### config.mk
export PLATFORM = sky130hd
export DESIGN_NAME = bldc_commutation_sequencer_flat
export DESIGN_NICKNAME = d
export VERILOG_FILES = /design/src/rtl/bldc_commutation_sequencer_if.sv /design/src/rtl/bldc_commutation_sequencer.sv /design/src/flat_wrapper.sv
export SDC_FILE = /design/constraint.sdc
export NUM_CORES = 1
export LEC_CHECK = 0
export BUFFER_PORTS_ARGS = -buffer_cell sky130_fd_sc_hd__buf_2
export CAP_MARGIN = 20
export CORE_MARGIN = 3
export CORE_UTILIZATION = 50
export CTS_CLUSTER_SIZE = 16
export DETAILED_ROUTE_END_ITERATION = 7
export PLACE_DENSITY = 0.68
export SLEW_MARGIN = 10
export SYNTH_ARGS = -nofsm -noshare
export SYNTH_HDL_FRONTEND = slang
export SYNTH_SLANG_ARGS = --single-unit
### constraint.sdc
create_clock -name clk -period 5.15 [get_ports clk]
set_input_delay 0.515 -clock clk [delete_from_list [all_inputs] [get_ports clk]]
set_output_delay 0.515 -clock clk [all_outputs]
set_load 0.01 [all_outputs]
### src/rtl/bldc_commutation_sequencer_if.sv
// rtl/bldc_commutation_sequencer_if.sv - control, hall and status bundle of the BLDC commutation sequencer
interface bldc_commutation_sequencer_if #(
    parameter int REG_SIZE = 16
);
    logic                enable;
    logic                dir;
    logic                hall_1;
    logic                hall_2;
    logic                hall_3;
    logic                fault_clr;
    logic [2:0]          sector;
    logic                sector_valid;
    logic [2:0]          state;
    logic [REG_SIZE-1:0] period;
    logic                hall_error;
    logic                stall;

    modport master (
        output enable, dir, hall_1, hall_2, hall_3, fault_clr,
        input  sector, sector_valid, state, period, hall_error, stall
    );

    modport slave (
        input  enable, dir, hall_1, hall_2, hall_3, fault_clr,
        output sector, sector_valid, state, period, hall_error, stall
    );
endinterface

### src/rtl/bldc_commutation_sequencer.sv
// rtl/bldc_commutation_sequencer.sv - BLDC align/ramp/run commutation sequencer (optional glitch filter: HALL_FILTER_EN)
module bldc_commutation_sequencer #(
    parameter int REG_SIZE     = 16,
    parameter int ALIGN_CYCLES = 1000,
    parameter int RAMP_START   = 4000,
    parameter int RAMP_END     = 500,
    parameter int RAMP_STEP    = 250,
    parameter int STALL_CYCLES = 50000
) (
    input logic                        clk,
    input logic                        rst_n,
    bldc_commutation_sequencer_if.slave bus
);
    typedef enum logic [2:0] {
        IDLE  = 3'd0,
        ALIGN = 3'd1,
        RAMP  = 3'd2,
        RUN   = 3'd3,
        FAULT = 3'd4
    } state_t;

    localparam logic [REG_SIZE-1:0] ONE        = REG_SIZE'(1);
    localparam logic [REG_SIZE-1:0] ALIGN_LAST = REG_SIZE'(ALIGN_CYCLES - 1);
    localparam logic [REG_SIZE-1:0] START_W    = REG_SIZE'(RAMP_START);
    localparam logic [REG_SIZE-1:0] END_W      = REG_SIZE'(RAMP_END);
    localparam logic [REG_SIZE-1:0] STEP_W     = REG_SIZE'(RAMP_STEP);
    localparam logic [REG_SIZE-1:0] FLOOR_W    = REG_SIZE'(RAMP_END + RAMP_STEP);
    localparam logic [REG_SIZE-1:0] STALL_W    = REG_SIZE'(STALL_CYCLES);
    localparam logic [REG_SIZE-1:0] CNT_MAX    = '1;

    state_t              state_q, state_d;
    logic [2:0]          hall_s1, hall_s2, acc_code;
    logic [2:0]          sector_q, nxt_sector, acc_sector;
    logic                acc_legal, ill_prev, ramp_done;
    logic [REG_SIZE-1:0] cnt, step_period, period_q;
    logic                hall_error_q, stall_q;
    logic                run_new, run_ok, hall_fault, stall_hit, step_hit;

    always_ff @(posedge clk or negedge rst_n) begin
        if (!rst_n) begin
            hall_s1 <= 3'b000;
            hall_s2 <= 3'b000;
        end else begin
            hall_s1 <= {bus.hall_1, bus.hall_2, bus.hall_3};
            hall_s2 <= hall_s1;
        end
    end

`ifdef HALL_FILTER_EN
    logic [2:0] hist1, hist2, filt_q;

    // A code wins only once three successive synchronised samples agree; otherwise the last winner holds.
    assign acc_code = (hall_s2 == hist1 && hist1 == hist2) ? hall_s2 : filt_q;

    always_ff @(posedge clk or negedge rst_n) begin
        if (!rst_n) begin
            hist1  <= 3'b000;
            hist2  <= 3'b000;
            filt_q <= 3'b000;
        end else begin
            hist1  <= hall_s2;
            hist2  <= hist1;
            filt_q <= acc_code;
        end
    end
`else
    assign acc_code = hall_s2;
`endif

    always_comb begin
        acc_legal  = 1'b1;
        acc_sector = 3'd0;
        case (acc_code)
            3'b101:  acc_sector = 3'd0;
            3'b100:  acc_sector = 3'd1;
            3'b110:  acc_sector = 3'd2;
            3'b010:  acc_sector = 3'd3;
            3'b011:  acc_sector = 3'd4;
            3'b001:  acc_sector = 3'd5;
            default: acc_legal  = 1'b0;
        endcase
    end

    always_comb begin
        if (bus.dir) nxt_sector = (sector_q == 3'd0) ? 3'd5 : sector_q - 3'd1;
        else         nxt_sector = (sector_q == 3'd5) ? 3'd0 : sector_q + 3'd1;
    end

    assign run_new    = acc_legal && (acc_sector != sector_q);
    assign run_ok     = run_new && (acc_sector == nxt_sector);
    assign hall_fault = (run_new && !run_ok) || (!acc_legal && ill_prev);
    assign stall_hit  = (cnt >= STALL_W);
    assign step_hit   = (cnt == step_period - ONE);

    always_ff @(posedge clk or negedge rst_n) begin
        if (!rst_n) state_q <= IDLE;
        else        state_q <= state_d;
    end

    always_comb begin
        state_d = state_q;
        case (state_q)
            IDLE:    if (bus.enable) state_d = ALIGN;
            ALIGN:   if (!bus.enable) state_d = IDLE;
                     else if (cnt == ALIGN_LAST) state_d = RAMP;
            RAMP:    if (!bus.enable) state_d = IDLE;
                     else if (ramp_done) state_d = acc_legal ? RUN : FAULT;
            RUN:     if (!bus.enable) state_d = IDLE;
                     else if (hall_fault || stall_hit) state_d = FAULT;
            FAULT:   if (!bus.enable && bus.fault_clr) state_d = IDLE;
            default: state_d = IDLE;
        endcase
    end

    always_comb begin
        bus.sector_valid = (state_q == ALIGN) || (state_q == RAMP) || (state_q == RUN);
        bus.state        = state_q;
        bus.sector       = sector_q;
        bus.period       = period_q;
        bus.hall_error   = hall_error_q;
        bus.stall        = stall_q;
    end

    always_ff @(posedge clk or negedge rst_n) begin
        if (!rst_n) begin
            sector_q     <= 3'd0;
            cnt          <= '0;
            step_period  <= '0;
            period_q     <= '0;
            ramp_done    <= 1'b0;
            ill_prev     <= 1'b0;
            hall_error_q <= 1'b0;
            stall_q      <= 1'b0;
        end else begin
            ill_prev <= !acc_legal;
            case (state_q)
                IDLE: begin
                    cnt       <= '0;
                    ramp_done <= 1'b0;
                end
                ALIGN: begin
                    sector_q <= 3'd0;
                    if (cnt == ALIGN_LAST) begin
                        cnt         <= '0;
                        step_period <= START_W;
                    end else begin
                        cnt <= cnt + ONE;
                    end
                end
                RAMP: if (bus.enable) begin
                    // One extra RAMP cycle after the final forced step lets that step show on the bridge.
                    if (ramp_done) begin
                        cnt <= ONE;
                        if (acc_legal) sector_q     <= acc_sector;
                        else           hall_error_q <= 1'b1;
                    end else if (step_hit) begin
                        cnt         <= '0;
                        sector_q    <= nxt_sector;
                        ramp_done   <= (step_period == END_W);
                        step_period <= (step_period >= FLOOR_W) ? step_period - STEP_W : END_W;
                    end else begin
                        cnt <= cnt + ONE;
                    end
                end
                RUN: if (bus.enable) begin
                    if (run_ok) begin
                        sector_q <= acc_sector;
                        period_q <= cnt;
                        cnt      <= ONE;
                    end else if (cnt != CNT_MAX) begin
                        cnt <= cnt + ONE;
                    end
                    if (hall_fault) hall_error_q <= 1'b1;
                    if (stall_hit)  stall_q      <= 1'b1;
                end
                FAULT: if (!bus.enable && bus.fault_clr) begin
                    hall_error_q <= 1'b0;
                    stall_q      <= 1'b0;
                end
                default: ;
            endcase
        end
    end
endmodule

### src/flat_wrapper.sv
// flat-port wrapper written by rule: the top's interface ports become plain ports
module bldc_commutation_sequencer_flat 
#(
    parameter int REG_SIZE     = 16,
    parameter int ALIGN_CYCLES = 1000,
    parameter int RAMP_START   = 4000,
    parameter int RAMP_END     = 500,
    parameter int RAMP_STEP    = 250,
    parameter int STALL_CYCLES = 50000
)
  (clk, rst_n, bus_enable, bus_dir, bus_hall_1, bus_hall_2, bus_hall_3, bus_fault_clr, bus_sector, bus_sector_valid, bus_state, bus_period, bus_hall_error, bus_stall);
  bldc_commutation_sequencer_if #(.REG_SIZE(REG_SIZE)) bus_i ();
  input logic clk;
  input logic rst_n;
  input wire logic [$bits(bus_i.enable)-1:0] bus_enable;
  input wire logic [$bits(bus_i.dir)-1:0] bus_dir;
  input wire logic [$bits(bus_i.hall_1)-1:0] bus_hall_1;
  input wire logic [$bits(bus_i.hall_2)-1:0] bus_hall_2;
  input wire logic [$bits(bus_i.hall_3)-1:0] bus_hall_3;
  input wire logic [$bits(bus_i.fault_clr)-1:0] bus_fault_clr;
  output wire logic [$bits(bus_i.sector)-1:0] bus_sector;
  output wire logic [$bits(bus_i.sector_valid)-1:0] bus_sector_valid;
  output wire logic [$bits(bus_i.state)-1:0] bus_state;
  output wire logic [$bits(bus_i.period)-1:0] bus_period;
  output wire logic [$bits(bus_i.hall_error)-1:0] bus_hall_error;
  output wire logic [$bits(bus_i.stall)-1:0] bus_stall;
  assign bus_i.enable = bus_enable;
  assign bus_i.dir = bus_dir;
  assign bus_i.hall_1 = bus_hall_1;
  assign bus_i.hall_2 = bus_hall_2;
  assign bus_i.hall_3 = bus_hall_3;
  assign bus_i.fault_clr = bus_fault_clr;
  assign bus_sector = bus_i.sector;
  assign bus_sector_valid = bus_i.sector_valid;
  assign bus_state = bus_i.state;
  assign bus_period = bus_i.period;
  assign bus_hall_error = bus_i.hall_error;
  assign bus_stall = bus_i.stall;
  bldc_commutation_sequencer #(.REG_SIZE(REG_SIZE), .ALIGN_CYCLES(ALIGN_CYCLES), .RAMP_START(RAMP_START), .RAMP_END(RAMP_END), .RAMP_STEP(RAMP_STEP), .STALL_CYCLES(STALL_CYCLES)) u_core (.clk(clk), .rst_n(rst_n), .bus(bus_i));
endmodule
# == Yosys cells after proc, flatten, opt, wreduce, memory -nomap -nowiden ==
# Cells that the tools add are included.
# classes
addsub,5
order_cmp,2
n_eq_ne,35
mux,50
reduce_logical,29
# op_table
op,n
$mux 16,12
$pmux 16 s4,1
$mux 3,18
$pmux 16 s2,1
$pmux 3 s5,2
$add 16x1->16 const B,1
$eq 16x10->1 const B,1
$eq 16x16->1,1
$eq 16x9->1 const B,1
$ge 16x10->1 const B,1
$ge 16x16->1 const B,1
$ne 16x16->1 const B,1
$sub 16x1->16 const B,1
$sub 16x8->16 const B,1
$eq 3x3->1 const B,5
$ne 3x2->1 const B,5
$ne 2x1->1 const B,7
$eq 3x2->1 const B,4
$mux 1,12
$ne 2x2->1 const B,5
$reduce_and 5->1,2
$pmux 3 s3,1
$reduce_and 4->1,2
$reduce_and 7->1,1
19 further kinds,34
# totals
regBits,64
inputBits,8
word_cells,132

# == Logic depth before layout (Yosys ltp) ==
# Gate-level depths: netlist (run 1).
# logic_depth
ltp_word,12
ltp_mapped,12
ltp_nobuf,10

# == Least setup slack after synthesis (run 1) ==
# Ideal clock, no wire load.
# synth_path
path_type,flip-flop to flip-flop
startpoint,register u_core.step_period[1]
endpoint,register u_core.step_period[10]
t_arrival_ps,2701
required_time_ps,5029
path_slack_ps,2328
path_stages_with_launch,13
path_buffers,2
synth_period_minus_slack_ps,2822
path_cell_list,dfrtp_1 buf_4 inv_1 ha_1 nor3b_2 and2_1 nand2_1 a2111oi_4 a41oi_4 nor4_4 buf_6 o21ai_1 a22o_1
# synth_via
elab_chain_cells,6
word_cells_on_any_way,11
# synth_lines
element,line,source
from (decl),bldc_commutation_sequencer.sv:35,"logic [REG_SIZE-1:0] cnt, step_period, period_q;"
from (signal assigned),bldc_commutation_sequencer.sv:160,step_period <= (step_period >= FLOOR_W) ? step_period - STEP_W : END_W;
$sub 16x8->16 or $ge 16x10->1 (tied branches),bldc_commutation_sequencer.sv:160,
$mux 16,bldc_commutation_sequencer.sv:160,
$mux 16,bldc_commutation_sequencer.sv:156,end else if (step_hit) begin
$mux 16,bldc_commutation_sequencer.sv:152,if (ramp_done) begin
$mux 16,bldc_commutation_sequencer.sv:150,RAMP: if (bus.enable) begin
$pmux 16 s2,bldc_commutation_sequencer.sv:136,case (state_q)
# Several ways; a longest one is shown, not always the timed one. The select of a mux whose other input is x is not followed.
# A chain may end at the register's enable or synchronous reset.

# == Worst setup path in the final report (run 1) ==
# layout_path
startpoint,register u_core.step_period[1]
endpoint,register u_core.step_period[8]
# The elaborated chain is that of the path after synthesis.

==> results of run 1 <==
per-layer routing:
| metal | GRT usage (%) | vias to the layer above | wire length, um |
|---|---|---|---|
| met1 | 31.0 | 1906 | 4980 |
| met3 | 4.10 | 19 | 616 |
| li1 | - | 1850 | - |
| met2 | 37.8 | 124 | 5360 |
| met4 | 7.56 | 0 | 210 |
| met5 | 0 | - | 0 |
through the flow:
stage | area (um2) | std cells | total power [mW] | setup slack (ns)
2_1_floorplan | 4440 | 503 | 1.33 | 2.33
3_3_place_gp | 4560 | 606 | 1.46 | 1.66
6_report | 4810 | 623 | 2.00 | 1.52
4_1_cts | 4790 | 622 | 2.00 | 1.58
3_5_place_dp | 4560 | 606 | 1.49 | 1.60
5_1_grt | 4810 | 623 | 2.12 | 1.30
cells by family after synthesis:
kind of cell | synth area share (%)
and+or+nand+nor | 24.7
muxes | 3.44
buffers and inverters | 6.40
xor gates and xnor gates | 5.53
DFF | 35.5
AOI/OAI and AO/OA | 23.6
adders and majority gates | 0.846
worst paths after layout:
kind,startpoint,to,slack [ns],depth (start not counted)
hold reg to reg,u_core.hall_s1[2],u_core.acc_code[2],0.35,0
setup / recovery,u_core.step_period[1],u_core.step_period[8],1.52,10
hold / removal,bus_hall_2,u_core.hall_s1[1],0.26,1
min in group asynchronous,rst_n,u_core.acc_code[1],0.32,2
max in group asynchronous,rst_n,u_core.cnt[7],4.28,2
setup reg to reg,u_core.step_period[1],u_core.step_period[8],1.52,10
final cells by class:
cell class              instances  area, um2
inverters                      27        101
repair buffers                 35        190
clock buffers                  10        138
flip-flops and latches         63       1580
multi-input cells             377       2580
clock inverters                 6       92.6
fillers                       759       3620
well taps                     105        131
cell usage after synthesis, types with 7 or more instances:
library cell | instances | area [um2]
sky130_fd_sc_hd__o31ai_1 | 7 | 52.6
sky130_fd_sc_hd__a22oi_1 | 7 | 52.6
sky130_fd_sc_hd__mux2_2 | 10 | 113
sky130_fd_sc_hd__clkbuf_1 | 21 | 78.8
sky130_fd_sc_hd__nand3_1 | 17 | 85.1
sky130_fd_sc_hd__xnor2_1 | 20 | 175
sky130_fd_sc_hd__or2_2 | 8 | 50.1
sky130_fd_sc_hd__xor2_1 | 8 | 70.1
sky130_fd_sc_hd__nor2_1 | 28 | 105
sky130_fd_sc_hd__o22ai_1 | 8 | 50.1
sky130_fd_sc_hd__a31oi_1 | 7 | 43.8
sky130_fd_sc_hd__nor3b_1 | 8 | 60.1
sky130_fd_sc_hd__inv_1 | 27 | 101
sky130_fd_sc_hd__nand2_1 | 51 | 191
sky130_fd_sc_hd__buf_2 | 8 | 40.0
sky130_fd_sc_hd__dfrtp_1 | 63 | 1580
sky130_fd_sc_hd__o21ai_0 | 28 | 140
sky130_fd_sc_hd__and2_1 | 8 | 50.1
sky130_fd_sc_hd__a21oi_1 | 31 | 155
registers in the layout, summed over array words and instances (netlist names):
name / count
u_core.bus.hall_error: 1
u_core.bus.state: 3
u_core.acc_code: 3
u_core.bus.period: 16
u_core.ramp_done: 1
u_core.cnt: 16
u_core.step_period: 15
u_core.ill_prev: 1
u_core.bus.stall: 1
u_core.bus.sector: 3
u_core.hall_s1: 3
power by group:
| group | total [mW] | switching, mW | internal (mW) |
|---|---|---|---|
| combinational | 0.807 | 0.486 | 0.321 |
| sequential | 0.688 | 0.140 | 0.548 |
| clock | 0.504 | 0.216 | 0.288 |
==> flow_summary.html, run 1 <==
<table>
<tr><th>Metric</th><th>Value</th></tr>
<tr><th colspan="2">Outcome</th></tr>
<tr><td>Result of the run</td><td>finished, final reports clean</td></tr>
<tr><th colspan="2">Finish</th></tr>
<tr><td>Count of antenna diodes in the layout</td><td>0</td></tr>
<tr><td>Layout cells sized above 1</td><td>18.3%</td></tr>
<tr><td>Top library cells by usage in the layout, fill and taps aside</td><td>sky130_fd_sc_hd__dfrtp_1, sky130_fd_sc_hd__nand2_1, sky130_fd_sc_hd__buf_2</td></tr>
<tr><td>Final #Nets</td><td>524</td></tr>
<tr><td>Syn-to-layout area delta</td><td>8.32%</td></tr>
<tr><td>Most common cell after layout, fill and taps aside</td><td>sky130_fd_sc_hd__dfrtp_1</td></tr>
<tr><td>Post-layout util</td><td>57.1%</td></tr>
<tr><th colspan="2">Global routing</th></tr>
<tr><td>Leftover overflow at the end of global routing</td><td>0</td></tr>
<tr><td>GRT Overall Usage</td><td>23.1%</td></tr>
<tr><td>Wire length of the first global-routing pass</td><td>18,800 um</td></tr>
<tr><td>Number of antenna violations at the first check in global routing</td><td>0</td></tr>
<tr><td>Pin count of the biggest net entering global routing</td><td>64</td></tr>
<tr><td>Vias in the first global route</td><td>3,712</td></tr>
<tr><th colspan="2">Timing</th></tr>
<tr><td>Pins Over Slew Limit</td><td>0</td></tr>
<tr><td>Minimum clock period after layout</td><td>3.63 ns</td></tr>
<tr><td>Worst clock skew</td><td>0.00729 ns</td></tr>
<tr><td>Minimum hold slack</td><td>0.261 ns</td></tr>
<tr><td>Worst slew margin</td><td>43.0%</td></tr>
<tr><td>TNS Setup</td><td>0 ns</td></tr>
<tr><td>Final-report setup violation count</td><td>0</td></tr>
<tr><td>Least-Margin Pin Slew</td><td>0.852 ns</td></tr>
<tr><td>Maximum clock frequency</td><td>0.275 GHz</td></tr>
<tr><td>Hold violation total from the final report</td><td>0</td></tr>
<tr><td>Setup repair after global routing missed its margin</td><td>false</td></tr>
<tr><td>Post-route fraction of the period consumed by the critical path</td><td>70.6%</td></tr>
<tr><th colspan="2">Setup path</th></tr>
<tr><td>Worst Path Max Fanout</td><td>14</td></tr>
<tr><td>Worst setup path category</td><td>reg2reg</td></tr>
<tr><td>Data arrival, critical path</td><td>3.87 ns</td></tr>
<tr><td>Req. time, crit path</td><td>5.39 ns</td></tr>
<tr><td>Startpoint kind of the worst setup timing path</td><td>register</td></tr>
<tr><td>Delay-heaviest family, CP</td><td>simple AND/OR/NAND/NOR gates</td></tr>
<tr><td>CP Cell Sequence</td><td>inv_1, ha_1, nor3b_2, and2_1, nand2_1, a2111oi_4, a41oi_4, nor4_4, nand3_1, o22a_1</td></tr>
<tr><td>Slowest cell on the critical path</td><td>sky130_fd_sc_hd__nor4_4</td></tr>
<tr><td>Number of buffers and inverters on the critical path</td><td>1</td></tr>
<tr><td>Critical path's largest stage delay</td><td>0.56 ns</td></tr>
<tr><td>CP Capture Type</td><td>register</td></tr>
<tr><th colspan="2">Placement</th></tr>
<tr><td>Number of port buffers</td><td>32</td></tr>
<tr><td>Last weighted congestion value of the routability-driven placer</td><td>0.920</td></tr>
<tr><td>Hpwl dp</td><td>7950 um</td></tr>
<tr><th colspan="2">Route</th></tr>
<tr><td>Routed length per instance</td><td>17.9 um</td></tr>
<tr><td>Total DRC errors in the routed layout</td><td>0</td></tr>
<tr><td>Routed via count divided by cell count</td><td>6.26</td></tr>
<tr><td>Wirelength, routed</td><td>11,200 um</td></tr>
<tr><td>DRC violation total after the first TritonRoute iteration</td><td>284</td></tr>
<tr><td>DR pass1 iterations</td><td>5</td></tr>
<tr><td>Detail Route Antenna Nets</td><td>0</td></tr>
<tr><td>Routed vias</td><td>3,899</td></tr>
<tr><th colspan="2">Clocking</th></tr>
<tr><td>Number of buffers created by CTS</td><td>9</td></tr>
<tr><td>Clock transition at path regs</td><td>0.08 ns</td></tr>
<tr><td>CTS sink count</td><td>63</td></tr>
<tr><td>Clock insertion delay at the later pin of the skew report</td><td>0.35 ns</td></tr>
<tr><td>Post-CTS setup-driven buffer insertion count</td><td>0</td></tr>
<tr><td>Quantity of hold-fixing buffers added after cts</td><td>0</td></tr>
<tr><td>Level count of the clock H-tree</td><td>3</td></tr>
<tr><td>TritonCTS clock tree</td><td>yes</td></tr>
<tr><td>Clock root buffer</td><td>sky130_fd_sc_hd__clkbuf_8</td></tr>
<tr><td>Clock buffer depth</td><td>2</td></tr>
<tr><td>Total of cells resized after clock tree synthesis</td><td>0</td></tr>
<tr><th colspan="2">Die</th></tr>
<tr><td>Area of the core region</td><td>8420 um2</td></tr>
<tr><td>Horizontal die dimension</td><td>100 um</td></tr>
<tr><td>Initial core utilization</td><td>52.7%</td></tr>
<tr><td>DIE HEIGHT</td><td>100 um</td></tr>
<tr><td>Total number of placement rows</td><td>33</td></tr>
<tr><td>Die area</td><td>10,000 um2</td></tr>
<tr><td>Boundary pin count</td><td>33</td></tr>
<tr><th colspan="2">Run</th></tr>
<tr><td>Number of maximum-capacitance constraint violations</td><td>0</td></tr>
<tr><th colspan="2">Yosys</th></tr>
<tr><td>Mean area per synthesized cell</td><td>8.82 um2</td></tr>
<tr><td>Synth Net Count</td><td>514</td></tr>
<tr><td>Post-synthesis cell type count</td><td>81</td></tr>
<tr><td>Post-synthesis sequential area ratio</td><td>35.5%</td></tr>
<tr><td>Summed instance area of the synthesized netlist</td><td>4440 um2</td></tr>
<tr><td>Number of instances in the synthesized netlist</td><td>503</td></tr>
<tr><td>Most used flip-flop cell after synthesis</td><td>sky130_fd_sc_hd__dfrtp_1</td></tr>
<tr><td>FFs w/ async S/R, synth</td><td>100%</td></tr>
<tr><td>Number of enable flip-flop cells after synthesis</td><td>0</td></tr>
<tr><td>Synthesis Warnings</td><td>0</td></tr>
<tr><td>Count of state elements after synthesis</td><td>63</td></tr>
<tr><th colspan="2">Power and ir drop</th></tr>
<tr><td>Static Leakage</td><td>1.95 nW</td></tr>
<tr><td>Worst ir drop on vdd</td><td>0.000180 V</td></tr>
<tr><td>Ratio of total power to cell area</td><td>416 nW/um2</td></tr>
<tr><th colspan="2">Min path</th></tr>
<tr><td>Hold Crit Class</td><td>in2reg</td></tr>
</table>
(Power assumes the default switching activity.)
==> run 2, diff against run 1 <==
PLACE_DENSITY = 0.71   (was 0.68)
clock period = 3.3 ns   (was 5.15 ns; I/O delays follow)
==> run 2 against run 1 <==
  * Design area up 1.7%
  * Combinational power up 78%
  * Clock power up 36%
  * Critical path depth down 1
  * Sequential cell count unchanged
  * Critical endpoint is now u_core.step_period[12]
==> flow_summary.html, run 2 (synthesis results as in run 1) <==
<table>
<tr><th>Metric</th><th>Value</th></tr>
<tr><th colspan="2">Outcome</th></tr>
<tr><td>Result of the run</td><td>finished, final reports clean</td></tr>
<tr><th colspan="2">Finish</th></tr>
<tr><td>Most common cell after layout, fill and taps aside</td><td>sky130_fd_sc_hd__dfrtp_1</td></tr>
<tr><td>Top library cells by usage in the layout, fill and taps aside</td><td>sky130_fd_sc_hd__dfrtp_1, sky130_fd_sc_hd__nand2_1, sky130_fd_sc_hd__buf_2</td></tr>
<tr><td>Count of antenna diodes in the layout</td><td>0 (unchanged)</td></tr>
<tr><td>Final #Nets</td><td>539 (+2.9%)</td></tr>
<tr><td>Syn-to-layout area delta</td><td>10.1%</td></tr>
<tr><td>Layout cells sized above 1</td><td>20.5% (+2.1 points)</td></tr>
<tr><td>Number of inserted filler cells in the final layout</td><td>766 (+0.92%)</td></tr>
<tr><th colspan="2">Timing</th></tr>
<tr><td>Post-route fraction of the period consumed by the critical path</td><td>93.6% (+23 points)</td></tr>
<tr><td>Worst clock skew</td><td>0.0107 ns (+0.00345 ns)</td></tr>
<tr><td>Hold violation total from the final report</td><td>0 (unchanged)</td></tr>
<tr><td>Worst slew margin</td><td>45.9% (+3.0 points)</td></tr>
<tr><td>Pins Over Slew Limit</td><td>0 (unchanged)</td></tr>
<tr><td>Final-report setup violation count</td><td>0 (unchanged)</td></tr>
<tr><td>Least-Margin Pin Slew</td><td>0.811 ns (-0.0415 ns)</td></tr>
<tr><td>Minimum hold slack</td><td>0.0603 ns (-0.201 ns)</td></tr>
<tr><td>Maximum clock frequency</td><td>0.324 GHz (+18%)</td></tr>
<tr><td>Minimum clock period after layout</td><td>3.09 ns (-0.547 ns)</td></tr>
<tr><th colspan="2">Route</th></tr>
<tr><td>Wire length on met3</td><td>604 um (-1.9%)</td></tr>
<tr><td>Met2 wire length</td><td>5430 um (+1.3%)</td></tr>
<tr><td>Wirelength, routed</td><td>11,300 um (+1.5%)</td></tr>
<tr><td>DRC violation total after the first TritonRoute iteration</td><td>327 (+15%)</td></tr>
<tr><td>Routed length per instance</td><td>17.8 um (-0.87%)</td></tr>
<tr><td>Total DRC errors in the routed layout</td><td>0 (unchanged)</td></tr>
<tr><td>Routed via count divided by cell count</td><td>6.23 (-0.47%)</td></tr>
<tr><td>Routed vias</td><td>3,974 (+1.9%)</td></tr>
<tr><td>Routed metal-1 wire length</td><td>5120 um (+2.8%)</td></tr>
<tr><td>Highest layer used for signal routing</td><td>met4</td></tr>
<tr><td>Detail Route Antenna Nets</td><td>0 (unchanged)</td></tr>
<tr><td>DR pass1 iterations</td><td>5 (unchanged)</td></tr>
<tr><th colspan="2">Setup path</th></tr>
<tr><td>Critical path's largest stage delay</td><td>0.57 ns (about the same)</td></tr>
<tr><td>Worst Path Max Fanout</td><td>14 (unchanged)</td></tr>
<tr><td>Startpoint kind of the worst setup timing path</td><td>register</td></tr>
<tr><td>CP Capture Type</td><td>register</td></tr>
<tr><td>Cell type with the highest occurrence count on the critical path</td><td>sky130_fd_sc_hd__nor4_4</td></tr>
<tr><td>Req. time, crit path</td><td>3.54 ns (-1.85 ns)</td></tr>
<tr><td>CP Cell Sequence</td><td>nor4_4, o211ai_1, o221ai_1, and4_1, a41oi_4, nor4_4, buf_4, a31oi_1, o21a_1</td></tr>
<tr><td>Worst setup path category</td><td>reg2reg</td></tr>
<tr><td>Slowest cell on the critical path</td><td>sky130_fd_sc_hd__dfrtp_1</td></tr>
<tr><td>Data arrival, critical path</td><td>3.33 ns (-0.54 ns)</td></tr>
<tr><th colspan="2">Die</th></tr>
<tr><td>Total number of placement rows</td><td>33 (unchanged)</td></tr>
<tr><td>DIE HEIGHT</td><td>100 um (unchanged)</td></tr>
<tr><td>Die area</td><td>10,000 um2 (unchanged)</td></tr>
<tr><td>Boundary pin count</td><td>33 (unchanged)</td></tr>
<tr><td>Area of the core region</td><td>8420 um2 (unchanged)</td></tr>
<tr><td>Horizontal die dimension</td><td>100 um (unchanged)</td></tr>
<tr><td>Initial core utilization</td><td>52.7% (unchanged)</td></tr>
<tr><th colspan="2">Clocking</th></tr>
<tr><td>Clock transition at path regs</td><td>0.07 ns (about the same)</td></tr>
<tr><td>Clock root buffer</td><td>sky130_fd_sc_hd__clkbuf_8</td></tr>
<tr><td>Clock buffer depth</td><td>2 (unchanged)</td></tr>
<tr><td>Level count of the clock H-tree</td><td>3 (unchanged)</td></tr>
<tr><td>Clock insertion delay at the later pin of the skew report</td><td>0.36 ns (about the same)</td></tr>
<tr><td>Number of buffers created by CTS</td><td>9 (unchanged)</td></tr>
<tr><td>CTS sink count</td><td>63 (unchanged)</td></tr>
<tr><td>Quantity of hold-fixing buffers added after cts</td><td>0 (unchanged)</td></tr>
<tr><td>TritonCTS clock tree</td><td>yes</td></tr>
<tr><th colspan="2">Global routing</th></tr>
<tr><td>Leftover overflow at the end of global routing</td><td>0 (unchanged)</td></tr>
<tr><td>Number of antenna violations at the first check in global routing</td><td>0 (unchanged)</td></tr>
<tr><td>Pin count of the biggest net entering global routing</td><td>36 (-44%)</td></tr>
<tr><td>Vias in the first global route</td><td>3,732 (+0.54%)</td></tr>
<tr><td>Wire length of the first global-routing pass</td><td>18,900 um (+0.40%)</td></tr>
<tr><td>GRT Overall Usage</td><td>23.6% (+0.52 points)</td></tr>
<tr><th colspan="2">Placement</th></tr>
<tr><td>Number of port buffers</td><td>32 (unchanged)</td></tr>
<tr><td>Last weighted congestion value of the routability-driven placer</td><td>0.963 (+4.7%)</td></tr>
<tr><td>Hpwl dp</td><td>8160 um (+2.6%)</td></tr>
<tr><th colspan="2">Power and ir drop</th></tr>
<tr><td>Ratio of total power to cell area</td><td>643 nW/um2 (+55%)</td></tr>
<tr><td>Total power of the final layout</td><td>3.14 mW (+57%)</td></tr>
<tr><td>Static Leakage</td><td>2.01 nW (+3.0%)</td></tr>
<tr><td>Worst ir drop on vdd</td><td>0.000338 V (+87%)</td></tr>
<tr><th colspan="2">Run</th></tr>
<tr><td>Number of maximum-capacitance constraint violations</td><td>0 (unchanged)</td></tr>
<tr><th colspan="2">Min path</th></tr>
<tr><td>Hold Crit Class</td><td>in2async</td></tr>
</table>
[run 2: cell count changes in the layout (fill, tap and decap cells not counted)]
cell and delta:
sky130_fd_sc_hd__clkinv_4 +2, sky130_fd_sc_hd__inv_6 -1, sky130_fd_sc_hd__clkbuf_1 +1, sky130_fd_sc_hd__nor3b_2 -1, sky130_fd_sc_hd__clkbuf_8 -1, sky130_fd_sc_hd__nor3b_4 +1
sky130_fd_sc_hd__buf_4 +16, sky130_fd_sc_hd__bufinv_16 -1, sky130_fd_sc_hd__buf_8 -1
[run 2: final timing paths]
kind	startpoint	to	slack, ns	cells after the start
max in group asynchronous	rst_n	u_core.bus.period[14]	2.36	2
hold / removal	rst_n	u_core.acc_code[1]	0.06	1
hold reg to reg	u_core.hall_s1[0]	u_core.acc_code[0]	0.35	0
setup / recovery	u_core.step_period[3]	u_core.step_period[12]	0.21	9
min in group clk	bus_hall_2	u_core.hall_s1[1]	0.08	1
setup reg to reg	u_core.step_period[3]	u_core.step_period[12]	0.21	9
[run 2: layout make-up]
cell class	count	area [um2]	share of cell area [%]
multi-input cells	377	2580	52.9
repair buffers	50	295	6.04
well taps	105	131	2.69
clock buffers	10	128	2.61
inverters	27	101	2.07
clock inverters	6	71.3	1.46
flip-flops and latches	63	1580	32.3
[run 2: metrics by stage]
step / cells / instance area, um2 / TNS (ns) / setup WS (ns) / util [%]
finish: 638 / 4890 / 0 / 0.212 / 58.0
detailed placement: 617 / 4640 / 0 / 0.205 / 55.1
floorplan: 503 / 4440 / 0 / 0.478 / -
global placement: 617 / 4640 / 0 / 0.341 / 55.1
global route: 638 / 4890 / -0.00512 / -0.00512 / 58.0
CTS: 633 / 4840 / 0 / 0.182 / 57.5
[run 2: power breakdown]
part | switching [mW] | leakage (nW) | internal (mW)
clock | 0.333 | 0.0927 | 0.352
sequential | 0.158 | 0.822 | 0.857
combinational | 0.832 | 1.09 | 0.611
total | 1.32 | 2.01 | 1.82
[run 2: critical path: cells and delay by family (launching register included)]
| kind | cells | cell delay, ns |
|---|---|---|
| compound gates | 5 | 0.97 |
| buf+inv | 1 | 0.19 |
| flops | 1 | 0.57 |
| simple gates | 3 | 1.25 |
[run 2: what timing repair did]
action / CTS / global route
buffers inserted: 0 / 5
setup endpoints to repair: 0 / 13
gates resized for setup: 0 / 1
[run 2: per-layer routing]
| metal | up-vias | global-route usage [%] |
|---|---|---|
| met5 | - | 0 |
| met2 | 133 | 38.5 |
| li1 | 1875 | - |
| met4 | 0 | 7.05 |
| met3 | 17 | 4.59 |
| met1 | 1949 | 31.9 |
==> run 3, diff against run 2 <==
CORE_UTILIZATION = 25   (was 50)
PLACE_DENSITY = unset   (was 0.71)
==> run 3 against run 2 <==
  * Largest cell class unchanged
  * Sequential share of layout area shrank 1.6 points
  * Highest routed layer unchanged
  * Design area grew 5.1%
  * Sequential cell count is the same
  * Non-clock buffer count shrank 3
  * Via count shrank 4.1%
  * Clock power grew 47%
==> flow_summary.html, run 3 (synthesis results as in run 1) <==
<table>
<tr><th>Metric</th><th>Value</th></tr>
<tr><th colspan="2">Route</th></tr>
<tr><td>DRC violation total after the first TritonRoute iteration</td><td>318 (-2.8%)</td></tr>
<tr><td>Routed length per instance</td><td>15.3 um (-14%)</td></tr>
<tr><td>Routed via count divided by cell count</td><td>5.05 (-19%)</td></tr>
<tr><td>Wirelength, routed</td><td>11,600 um (+2.2%)</td></tr>
<tr><td>Total DRC errors in the routed layout</td><td>0 (unchanged)</td></tr>
<tr><td>Detail Route Antenna Nets</td><td>0 (unchanged)</td></tr>
<tr><td>DR pass1 iterations</td><td>5 (unchanged)</td></tr>
<tr><td>Routed vias</td><td>3,813 (-4.1%)</td></tr>
<tr><th colspan="2">Timing</th></tr>
<tr><td>Pins Over Slew Limit</td><td>0 (unchanged)</td></tr>
<tr><td>Setup repair after global routing missed its margin</td><td>false</td></tr>
<tr><td>TNS Setup</td><td>0 ns (unchanged)</td></tr>
<tr><td>Post-route fraction of the period consumed by the critical path</td><td>92.2% (-1.3 points)</td></tr>
<tr><td>Maximum clock frequency</td><td>0.329 GHz (+1.4%)</td></tr>
<tr><td>Final-report setup violation count</td><td>0 (unchanged)</td></tr>
<tr><td>Worst clock skew</td><td>0.00991 ns (-0.000827 ns)</td></tr>
<tr><td>Minimum clock period after layout</td><td>3.04 ns (-0.0439 ns)</td></tr>
<tr><td>Worst slew margin</td><td>45.7% (-0.26 points)</td></tr>
<tr><td>Hold violation total from the final report</td><td>0 (unchanged)</td></tr>
<tr><td>Least-Margin Pin Slew</td><td>0.815 ns (+0.00389 ns)</td></tr>
<tr><th colspan="2">Die</th></tr>
<tr><td>Boundary pin count</td><td>33 (unchanged)</td></tr>
<tr><td>Initial core utilization</td><td>25.6% (-27 points)</td></tr>
<tr><td>DIE HEIGHT</td><td>139 um (+39%)</td></tr>
<tr><td>Area of the core region</td><td>17,400 um2 (+110%)</td></tr>
<tr><td>Total number of placement rows</td><td>48 (+45%)</td></tr>
<tr><td>Horizontal die dimension</td><td>139 um (+39%)</td></tr>
<tr><td>Die area</td><td>19,400 um2 (+93%)</td></tr>
<tr><th colspan="2">Placement</th></tr>
<tr><td>Number of port buffers</td><td>32 (unchanged)</td></tr>
<tr><td>Last weighted congestion value of the routability-driven placer</td><td>0.890 (-7.6%)</td></tr>
<tr><td>Placed cell count</td><td>739 (+20%)</td></tr>
<tr><td>Hpwl dp</td><td>8380 um (+2.8%)</td></tr>
<tr><td>Post-Place Cell Area</td><td>4810 um2 (+3.6%)</td></tr>
<tr><th colspan="2">Setup path</th></tr>
<tr><td>Worst setup path category</td><td>reg2reg</td></tr>
<tr><td>Startpoint kind of the worst setup timing path</td><td>register</td></tr>
<tr><td>Crit path depth</td><td>10 (+1)</td></tr>
<tr><td>CP Cell Sequence</td><td>inv_1, ha_1, nor3b_4, and2_1, nand2_1, a2111oi_4, a41oi_4, nor4_4, nand3_1, o22a_1</td></tr>
<tr><td>Worst Path Max Fanout</td><td>8 (-6)</td></tr>
<tr><td>CP Capture Type</td><td>register</td></tr>
<tr><td>Delay-heaviest family, CP</td><td>simple AND/OR/NAND/NOR gates</td></tr>
<tr><td>Critical path's largest stage delay</td><td>0.40 ns (-0.17 ns)</td></tr>
<tr><td>Req. time, crit path</td><td>3.54 ns (about the same)</td></tr>
<tr><td>Data arrival, critical path</td><td>3.28 ns (-0.05 ns)</td></tr>
<tr><td>Slowest cell on the critical path</td><td>sky130_fd_sc_hd__a2111oi_4</td></tr>
<tr><td>Number of buffers and inverters on the critical path</td><td>1 (unchanged)</td></tr>
<tr><td>Cells on worst reg2reg path</td><td>10 (+1)</td></tr>
<tr><th colspan="2">Outcome</th></tr>
<tr><td>Result of the run</td><td>finished, final reports clean</td></tr>
<tr><th colspan="2">Clocking</th></tr>
<tr><td>Clock insertion delay at the later pin of the skew report</td><td>0.35 ns (about the same)</td></tr>
<tr><td>Clock transition at path regs</td><td>0.06 ns (about the same)</td></tr>
<tr><td>Clock root buffer</td><td>sky130_fd_sc_hd__clkbuf_16</td></tr>
<tr><td>Post-CTS setup-driven buffer insertion count</td><td>0 (unchanged)</td></tr>
<tr><td>TritonCTS clock tree</td><td>yes</td></tr>
<tr><td>Level count of the clock H-tree</td><td>3 (unchanged)</td></tr>
<tr><td>Clock buffer depth</td><td>2 (unchanged)</td></tr>
<tr><td>Number of buffers created by CTS</td><td>9 (unchanged)</td></tr>
<tr><td>CTS sink count</td><td>63 (unchanged)</td></tr>
<tr><th colspan="2">Min path</th></tr>
<tr><td>Hold-critical path depth</td><td>1</td></tr>
<tr><td>Hold Crit Class</td><td>in2reg</td></tr>
<tr><th colspan="2">Global routing</th></tr>
<tr><td>Leftover overflow at the end of global routing</td><td>0 (unchanged)</td></tr>
<tr><td>Number of antenna violations at the first check in global routing</td><td>0 (unchanged)</td></tr>
<tr><td>Vias in the first global route</td><td>3,493 (-6.4%)</td></tr>
<tr><td>GRT Overall Usage</td><td>12.1% (-11 points)</td></tr>
<tr><td>Wire length of the first global-routing pass</td><td>19,200 um (+1.4%)</td></tr>
<tr><td>Pin count of the biggest net entering global routing</td><td>64 (+78%)</td></tr>
<tr><th colspan="2">Power and ir drop</th></tr>
<tr><td>Worst ir drop on vdd</td><td>0.000387 V (+15%)</td></tr>
<tr><td>Static Leakage</td><td>2.05 nW (+2.0%)</td></tr>
<tr><td>Total power of the final layout</td><td>3.41 mW (+8.5%)</td></tr>
<tr><td>Ratio of total power to cell area</td><td>664 nW/um2 (+3.3%)</td></tr>
<tr><th colspan="2">Finish</th></tr>
<tr><td>Top library cells by usage in the layout, fill and taps aside</td><td>sky130_fd_sc_hd__dfrtp_1, sky130_fd_sc_hd__nand2_1, sky130_fd_sc_hd__buf_2</td></tr>
<tr><td>Layout cells sized above 1</td><td>20.2% (-0.26 points)</td></tr>
<tr><td>Final Cell Area</td><td>5130 um2 (+5.1%)</td></tr>
<tr><td>Syn-to-layout area delta</td><td>15.7%</td></tr>
<tr><td>Number of cells in the finished layout apart from fillers</td><td>755 (+18%)</td></tr>
<tr><td>Most common cell after layout, fill and taps aside</td><td>sky130_fd_sc_hd__dfrtp_1</td></tr>
<tr><td>Number of inserted filler cells in the final layout</td><td>1,828 (+140%)</td></tr>
<tr><td>Final #Nets</td><td>536 (-0.56%)</td></tr>
<tr><td>Count of antenna diodes in the layout</td><td>0 (unchanged)</td></tr>
<tr><th colspan="2">Run</th></tr>
<tr><td>Number of maximum-capacitance constraint violations</td><td>0 (unchanged)</td></tr>
</table>
## run 3: metal layers
| layer | up-vias | track usage, % | share of wire (%) |
|---|---|---|---|
| li1 | 1881 | - | - |
| met1 | 1822 | 17.7 | 50 |
| met5 | - | 0 | 0 |
| met4 | 0 | 3.35 | 1.1 |
| met2 | 104 | 17.5 | 44 |
| met3 | 6 | 3.37 | 5.0 |
## run 3: path summary, 6_finish.rpt
check,start,endpoint,slack (ns)
max in group asynchronous,rst_n,u_core.ramp_done,2.60
max,u_core.step_period[1],u_core.step_period[8],0.26
min reg2reg,u_core.hall_s1[0],u_core.acc_code[0],0.35
min,bus_hall_1,u_core.hall_s1[2],0.09
min in group asynchronous,rst_n,u_core.bus.period[4],0.16
max reg2reg,u_core.step_period[1],u_core.step_period[8],0.26
## run 3: cell type report
class,count,area [um2],area share [%]
inverters,27,101,1.97
repair buffers,47,273,5.31
clock buffers,12,267,5.19
multi-input cells,377,2580,50.3
well taps,225,282,5.48
flip-flops and latches,63,1580,30.7
clock inverters,4,52.6,1.02
## run 3: per-stage QoR
step	utilization, %	setup slack, ns	hold slack, ns
floorplan	-	0.478	0.0344
global placement	27.7	0.279	0.336
detailed placement	27.7	0.234	0.336
CTS	29.5	0.205	0.0745
global route	29.6	0.0208	0.0817
finish	29.6	0.256	0.0890
## run 3: timing repair
action                                  CTS  global route
endpoints found under the setup margin    0             7
hold buffers                              0             0
resized for setup                         0             1
endpoints found under the hold margin     0             0
## run 3: power breakdown
| part | leakage (nW) | internal [mW] | switching [mW] |
|---|---|---|---|
| registers | 0.822 | 0.859 | 0.153 |
| logic | 1.08 | 0.562 | 0.828 |
| clock network | 0.147 | 0.646 | 0.364 |
| total | 2.05 | 2.07 | 1.34 |
